==> src/rtl/bt_pkg.sv <==
// Shared definitions for the Bluetooth command parser: FSM encoding, error codes, defaults.
package bt_pkg;

    typedef enum logic [2:0] {
        S_IDLE,
        S_CMD,
        S_LEN,
        S_PAYLOAD,
        S_CSUM
    } state_t;

    localparam logic [1:0] ERR_NONE    = 2'd0;
    localparam logic [1:0] ERR_LEN     = 2'd1;
    localparam logic [1:0] ERR_CSUM    = 2'd2;
    localparam logic [1:0] ERR_TIMEOUT = 2'd3;

    localparam logic [7:0] HEADER_DEFAULT  = 8'hAA;
    localparam int         MAX_LEN_DEFAULT = 4;
    localparam int         TIMEOUT_DEFAULT = 250000;

endpackage

==> src/rtl/edge_rise.sv <==
// Rising-edge detector with a registered one-cycle pulse output.
module edge_rise (
    input  logic i_clk,
    input  logic i_rst,
    input  logic i_sig,
    output logic o_rise
);

    logic r_prev;

    always_ff @(posedge i_clk or posedge i_rst) begin
        if (i_rst) begin
            r_prev <= 1'b0;
            o_rise <= 1'b0;
        end else begin
            r_prev <= i_sig;
            o_rise <= i_sig & ~r_prev;
        end
    end

endmodule

==> src/rtl/bt_cmd_parser.sv <==
// Framed command decoder for the UART byte stream: HEADER, CMD, LEN, payload, XOR checksum.
// state     | meaning
// S_IDLE    | hunting for HEADER, other bytes ignored
// S_CMD     | next byte is the command code
// S_LEN     | next byte is the payload length
// S_PAYLOAD | collecting payload bytes
// S_CSUM    | next byte is the checksum
module bt_cmd_parser
    import bt_pkg::*;
#(
    parameter logic [7:0] HEADER  = HEADER_DEFAULT,
    parameter int         MAX_LEN = MAX_LEN_DEFAULT,
    parameter int         TIMEOUT = TIMEOUT_DEFAULT
) (
    input  logic                 Clk,
    input  logic                 Rst,
    input  logic [7:0]           RxData,
    input  logic                 RxDone,
    output logic                 CmdValid,
    output logic [7:0]           CmdCode,
    output logic [2:0]           CmdLen,
    output logic [8*MAX_LEN-1:0] CmdPayload,
    output logic                 CmdErr,
    output logic [1:0]           ErrCode
);

    localparam int CNT_W = $clog2(TIMEOUT + 1);

    logic                 w_strobe;
    logic                 w_timeout;
    state_t               r_state;
    logic [7:0]           r_code;
    logic [7:0]           r_xor;
    logic [2:0]           r_len;
    logic [2:0]           r_idx;
    logic [8*MAX_LEN-1:0] r_shadow;
    logic [CNT_W-1:0]     r_cnt;

    edge_rise u_rx_edge (
        .i_clk  (Clk),
        .i_rst  (Rst),
        .i_sig  (RxDone),
        .o_rise (w_strobe)
    );

    assign w_timeout = (r_state != S_IDLE) && (r_cnt == CNT_W'(TIMEOUT));

    always_ff @(posedge Clk or posedge Rst) begin
        if (Rst) begin
            r_cnt <= '0;
        end else if (r_state == S_IDLE || w_strobe || w_timeout) begin
            r_cnt <= '0;
        end else begin
            r_cnt <= r_cnt + 1'b1;
        end
    end

    always_ff @(posedge Clk or posedge Rst) begin
        if (Rst) begin
            r_state    <= S_IDLE;
            r_code     <= '0;
            r_xor      <= '0;
            r_len      <= '0;
            r_idx      <= '0;
            r_shadow   <= '0;
            CmdValid   <= 1'b0;
            CmdCode    <= '0;
            CmdLen     <= '0;
            CmdPayload <= '0;
            CmdErr     <= 1'b0;
            ErrCode    <= ERR_NONE;
        end else begin
            CmdValid <= 1'b0;
            CmdErr   <= 1'b0;
            // A byte arriving in the timeout cycle wins over the timeout.
            if (w_strobe) begin
                case (r_state)
                    S_IDLE: begin
                        if (RxData == HEADER) r_state <= S_CMD;
                    end
                    S_CMD: begin
                        r_code  <= RxData;
                        r_xor   <= RxData;
                        r_state <= S_LEN;
                    end
                    S_LEN: begin
                        if (RxData > 8'(MAX_LEN)) begin
                            CmdErr  <= 1'b1;
                            ErrCode <= ERR_LEN;
                            r_state <= S_IDLE;
                        end else begin
                            r_len    <= RxData[2:0];
                            r_xor    <= r_xor ^ RxData;
                            r_shadow <= '0;
                            r_idx    <= '0;
                            r_state  <= (RxData == 8'd0) ? S_CSUM : S_PAYLOAD;
                        end
                    end
                    S_PAYLOAD: begin
                        for (int i = 0; i < MAX_LEN; i++) begin
                            if (r_idx == 3'(i)) r_shadow[8*i +: 8] <= RxData;
                        end
                        r_xor <= r_xor ^ RxData;
                        r_idx <= r_idx + 3'd1;
                        if ((r_idx + 3'd1) == r_len) r_state <= S_CSUM;
                    end
                    S_CSUM: begin
                        if (RxData == r_xor) begin
                            CmdValid   <= 1'b1;
                            CmdCode    <= r_code;
                            CmdLen     <= r_len;
                            CmdPayload <= r_shadow;
                        end else begin
                            CmdErr  <= 1'b1;
                            ErrCode <= ERR_CSUM;
                        end
                        r_state <= S_IDLE;
                    end
                    default: r_state <= S_IDLE;
                endcase
            end else if (w_timeout) begin
                CmdErr  <= 1'b1;
                ErrCode <= ERR_TIMEOUT;
                r_state <= S_IDLE;
            end
        end
    end

endmodule

==> config.mk <==
export PLATFORM = sky130hd
export DESIGN_NAME = bt_cmd_parser
export DESIGN_NICKNAME = d
export VERILOG_FILES = /design/src/rtl/bt_pkg.sv /design/src/rtl/edge_rise.sv /design/src/rtl/bt_cmd_parser.sv
export SDC_FILE = /design/constraint.sdc
export NUM_CORES = 1
export LEC_CHECK = 0
export BUFFER_PORTS_ARGS = -buffer_cell sky130_fd_sc_hd__buf_4
export CORE_UTILIZATION = 30
export CTS_CLUSTER_SIZE = 12
export DETAILED_ROUTE_END_ITERATION = 6
export PLACE_DENSITY = 0.49
export SLEW_MARGIN = 10
export SYNTH_ARGS = -nofsm -noshare
export SYNTH_HDL_FRONTEND = slang
export SYNTH_SLANG_ARGS = --single-unit
==> constraint.sdc <==
create_clock -name Clk -period 3.8 [get_ports Clk]
set_clock_uncertainty 0.05 [all_clocks]
set_input_delay 0.19 -clock Clk [delete_from_list [all_inputs] [get_ports Clk]]
set_output_delay 0.19 -clock Clk [all_outputs]
set_load 0.02 [all_outputs]
; ---- Word-level counts from Yosys, hierarchy flattened
; Cells that the tools add are included.
[op_classes]
muxes = 31
n_lt_le_gt_ge = 1
reduce_logical = 21
bitwise_logic = 4
eq_ne = 21
add_sub_neg = 2
[ops]
columns = operator, n
row1 = 32-bit one-hot mux with 2 select lines, 1
row2 = 8-bit two-way mux, 5
row3 = 32-bit two-way mux, 1
row4 = 8-bit one-hot mux with 3 select lines, 1
row5 = 3-bit two-way mux, 7
row6 = 4-bit AND reduction, 5
row7 = "18-bit by 1-bit adder with 18-bit output, second input constant", 1
row8 = "18-bit == test, second input constant", 1
row9 = 18-bit two-way mux, 1
row10 = "3-bit inequality test, second input constant", 5
row11 = 3-bit AND reduction, 5
row12 = "3-bit by 2-bit == test with 1-bit output, second input constant", 4
row13 = 3-bit one-hot mux with 4 select lines, 1
row14 = "2-bit inequality test, second input constant", 5
row15 = 8-bit == test, 1
row16 = "8-bit == test, second input constant", 1
row17 = "8-bit by 3-bit > comparator with 1-bit output, second input constant", 1
row18 = 8-bit logical NOT, 1
row19 = 2-bit two-way mux, 4
row20 = 8-bit bitwise XOR, 1
row21 = 1-bit two-way mux, 7
row22 = "3-bit by 1-bit == test with 1-bit output, second input constant", 2
row23 = 3-bit logical NOT, 2
row24 = 3-bit one-hot mux with 2 select lines, 1
row25 = other kinds (12), 16
[totals]
out_inout_bits = 47
ff_bits = 124
input_bits = 11
elab_cells = 98

; ---- Longest topological paths before layout
[depth]
word_depth = 5
depth_mapped = 8
depth_no_buf = 7

; ---- Hierarchy
; Synthesis repeated with hierarchy kept, for this count alone.
[hier_totals]
cells_unflattened = 461
hier_area_um2 = 5705.5
[by_module_without_submodules]
columns = mod, area_per_inst_um2, n_inst, seq_area_each_um2, cells_each
row1 = bt_cmd_parser, 5637.9, 1, 3052.9, 457
row2 = edge_rise, 67.6, 1, 50.0, 4

; ---- Worst setup path after synthesis
; Ideal clock, no wire load.
[synth_timing]
path_type = register -> register
start = reg r_idx[0]
end = reg r_state[0]
arrival_time_ns = 1.865
setup_time_ns = 0.064
stages_incl_launch_ff = 8
path_buffers = 0
setup_slack_ns = 1.820
cell_sequence = dfrtp_1 -> ha_1 -> ha_1 -> xnor2_1 -> o311ai_2 -> nand3_2 -> a2111oi_4 -> a21o_1
[synth_via]
elab_chain_cells = 4
[synth_rtl]
columns = item, line_no
row1 = "start, declared", bt_cmd_parser.sv:35  ; logic [2:0] r_idx;
row2 = "start signal, assigned", bt_cmd_parser.sv:104  ; r_idx <= r_idx + 3'd1;
row3 = 3-bit by 1-bit adder with 3-bit output, bt_cmd_parser.sv:105  ; if ((r_idx + 3'd1) == r_len) r_state <= S_CSUM;
row4 = 3-bit == test, bt_cmd_parser.sv:105
row5 = 3-bit inequality test (no source line), --
row6 = 3-bit AND reduction (no source line), --
row7 = "end signal, assigned", bt_cmd_parser.sv:96  ; r_state <= (RxData == 8'd0) ? S_CSUM : S_PAYLOAD;
row8 = "end, declared", bt_cmd_parser.sv:31  ; state_t r_state;
; Every way passes these cells.
; A chain may end at the register's enable or synchronous reset.

; ---- Worst setup path after layout
[layout_timing]
start = reg u_rx_edge.o_rise
end = reg CmdPayload[12]
[layout_via]
elab_chain_cells = 1
[layout_rtl]
columns = item, line_no
row1 = "start, declared", edge_rise.sv:6  ; output logic o_rise
row2 = "start signal, assigned", edge_rise.sv:17  ; o_rise <= i_sig & ~r_prev;
row3 = 3-bit AND reduction (no source line), --
row4 = "end signal, assigned", bt_cmd_parser.sv:112  ; CmdPayload <= r_shadow;
row5 = "end, declared", bt_cmd_parser.sv:22  ; output logic [8*MAX_LEN-1:0] CmdPayload,
; Every way passes these cells.

==> impl_metrics.env <==
export IMPL_status="completed"
export IMPL_num_antenna_cells=0
export IMPL_m1WireLength_um=5750
export IMPL_power_frac_seq=0.401
export IMPL_yosysTopAreaCell="dfrtp_1"
export IMPL_synth_yosys_seq_area_share=0.559
export IMPL_critPathMaxFanout=28
export IMPL_place_area_um2=6200
export IMPL_synthAdderAreaFrac=0.0158
export IMPL_synthSimpleGateAreaFrac=0.116
export IMPL_rows=49
export IMPL_postLayoutCoreUtil=0.381
export IMPL_synth_fp_nets=453
export IMPL_cts_path_max_buffers=2
export IMPL_p_comb_frac=0.161
export IMPL_power_density_nw_per_um2=571
export IMPL_drt_wl_total_um=11600
export IMPL_synth_xor_area_frac=0.0426
export IMPL_tritoncts="yes"
export IMPL_drtIter0Drc=213
export IMPL_p_int_w=0.00283
export IMPL_core_um2=18000
export IMPL_peakVddDrop_v=0.000345
export IMPL_yosysUniqueCellTypes=54
export IMPL_yosys_area_top_type_share=0.559
export IMPL_cts_setup_buffers=0
export IMPL_viasPerCell=4.80
export IMPL_async_flop_share=1.00
export IMPL_grt_pass1_vias=3643
export IMPL_critPathKind="reg2reg"
export IMPL_syn_cell_area_um2=5550
export IMPL_place_congestion=0.742
export IMPL_synth_compound_area_frac=0.0539
export IMPL_clk_pin_slew_ns=0.06
export IMPL_power_switching_w=0.00110
export IMPL_vias=3547
export IMPL_wl_per_cell_um=15.7
export IMPL_clock_power_share=0.438
export IMPL_synth_most_common_cell="dfrtp_1"
export IMPL_fmax_mhz=370
export IMPL_ios=58
export IMPL_muxShareOfSynthArea=0.185
export IMPL_top_layer="met4"
export IMPL_die_w_um=138
export IMPL_yosys_top_cells_count="124 x dfrtp_1, 83 x mux2_1, 25 x nand2_1"
export IMPL_area_delta_synth_final_pct=23.8
export IMPL_setup_viol=0
export IMPL_hold_violations=0
export IMPL_grt_max_degree=73
export IMPL_min_path_type="in2reg"
export IMPL_die_area_um2=19100
export IMPL_dr_wl_met3_um=445
export IMPL_cts_sinks=124
export IMPL_place_hpwl_um=8010
export IMPL_ys_ff_latch=124
export IMPL_end_kind="register"
export IMPL_cp_required_ns=4.05
export IMPL_period_share=0.711
export IMPL_synth_edff_count=0
export IMPL_h_tree_depth=4
export IMPL_gr_usage_all_layers=0.133
export IMPL_cts_root_buf="clkbuf_16"
export IMPL_yosysWarnings=0
export IMPL_max_cap_viol_count=0
export IMPL_cts_resized_gates=0
export IMPL_nFillCells=1746
export IMPL_port_buffers=57
export IMPL_slew_violations=0
export IMPL_arrival_ns=2.95
export IMPL_tns_ns=0
export IMPL_wl_met2_um=5140
export IMPL_cp_start_kind="register"
export IMPL_p_leak_nw=3.41
export IMPL_synth_area_leaders="dfrtp_1 56%, mux2_1 17%, xor2_1 2.5%"
export IMPL_grt_overflow=0
export IMPL_worst_pin_slew_ns=0.953
export IMPL_fin_area_um2=6870
export IMPL_insertion_delay_ns=0.42
export IMPL_drive_gt1_frac=0.218
export IMPL_max_slew_margin=0.364
export IMPL_finish_net_count=515
export IMPL_numCtsBuffers=17
export IMPL_ant_nets=0
export IMPL_period_needed_ns=2.70
export IMPL_syn_avg_cell_area_um2=12.8
export IMPL_postCtsHoldBufs=4
export IMPL_dr_pass1_iters=4
export IMPL_die_h_um=138
export IMPL_synth_main_ff_cell="dfrtp_1"
export IMPL_ff2ff_setup_slack_ns=1.10
export IMPL_syn_inst=435
export IMPL_drc=0
export IMPL_antenna_found_initial=0
export IMPL_initial_core_util=0.308
export IMPL_p_sw_frac=0.279
export IMPL_rsz0062_at_grt="no"
export IMPL_synth_top_family_by_area="multiplexers"
export IMPL_grt_pass1_wl_um=19700
[metal layers]
layer  global-route usage  vias to the layer above
li1                     -                     1668
met3               0.0378                       17
met2                0.193                       72
met4               0.0677                        0
met5                    0                        -
met1                0.180                     1790
[final timing paths]
| kind | endpoint | cells after the start | start |
|---|---|---|---|
| worst max-delay path | CmdPayload[12] | 5 | u_rx_edge.o_rise |
| worst max register to register | CmdPayload[12] | 5 | u_rx_edge.o_rise |
| max in group asynchronous | r_code[3] | 4 | Rst |
| worst min-delay path | r_code[5] | 2 | RxData[5] |
| min in group asynchronous | CmdPayload[13] | 3 | Rst |
| worst min register to register | u_rx_edge.o_rise | 1 | u_rx_edge.r_prev |
[metrics by stage]
step,total power (W),instances,hold slack (ns),setup WS [ns]
floorplan,0.00207,435,0.171,0.261
global placement,0.00222,703,0.265,1.10
detailed placement,0.00224,703,0.267,1.04
CTS,0.00398,739,0.0184,1.03
global route,0.00414,739,0.0263,0.859
finish,0.00393,739,0.0355,1.10
[cell usage in the layout (no fill, tap or decap), drive strengths merged, types with 2 or more instances in the layout]
cell type | netlist | routed
a21o | 2 | 2
a21oi | 15 | 15
a31oi | 2 | 2
a32o | 2 | 2
and2 | 8 | 8
and3 | 14 | 14
and4 | 3 | 3
buf | 16 | 61
bufinv | 0 | 3
clkbuf | 6 | 21
clkinv | 0 | 2
clkinvlp | 0 | 2
dfrtp | 124 | 124
dlygate4sd3 | 0 | 4
ha | 7 | 7
inv | 9 | 13
mux2 | 86 | 86
mux2i | 6 | 6
nand2 | 25 | 25
nand2b | 2 | 2
nand3 | 8 | 8
nand4 | 6 | 6
nand4bb | 2 | 2
nor2 | 22 | 22
nor2b | 5 | 5
nor3 | 6 | 6
nor4 | 4 | 4
nor4b | 2 | 2
o21ai | 9 | 9
o311ai | 3 | 3
xnor2 | 11 | 11
xor2 | 16 | 16
[registers in the layout, summed over array words and instances, names as in the netlist, 8 cells and up]
register,flops
r_xor,8
r_shadow,32
CmdCode,8
r_code,8
r_cnt,18
CmdPayload,32
[area by class of cell]
cell class / instances / area, µm² / share of cell area
clock inverters: 11 / 154 / 0.0224
inverters: 9 / 36.3 / 0.00528
well taps: 229 / 287 / 0.0417
clock buffers: 21 / 480 / 0.0699
flip-flops and latches: 124 / 3100 / 0.451
repair buffers: 65 / 510 / 0.0743
multi-input cells: 280 / 2300 / 0.335
[critical path, cell delays in order, from the launching register on]
cell	delay [ns]
dfrtp_1	0.49
inv_1	0.12
nor4b_2	0.41
nand4bb_2	0.63
buf_4	0.50
mux2_1	0.36
[power groups by stage]
stage	Clock, W	Sequential, W	Combinational [W]
3_5_place_dp	0	0.00160	0.000639
6_report	0.00172	0.00157	0.000634
2_1_floorplan	0	0.00157	0.000496
5_1_grt	0.00183	0.00159	0.000719
4_1_cts	0.00176	0.00157	0.000646
3_3_place_gp	0	0.00159	0.000628
[cells by family after synthesis]
kind of cell | after synthesis
XOR/XNOR | 27
flip-flops | 124
AND/OR/NAND/NOR | 114
AO/OA/AOI/OAI | 40
multiplexers | 92
adder cells (fa/ha/maj) | 7
buffers and inverters | 31
Note: power is estimated with default switching activity, not from simulation.
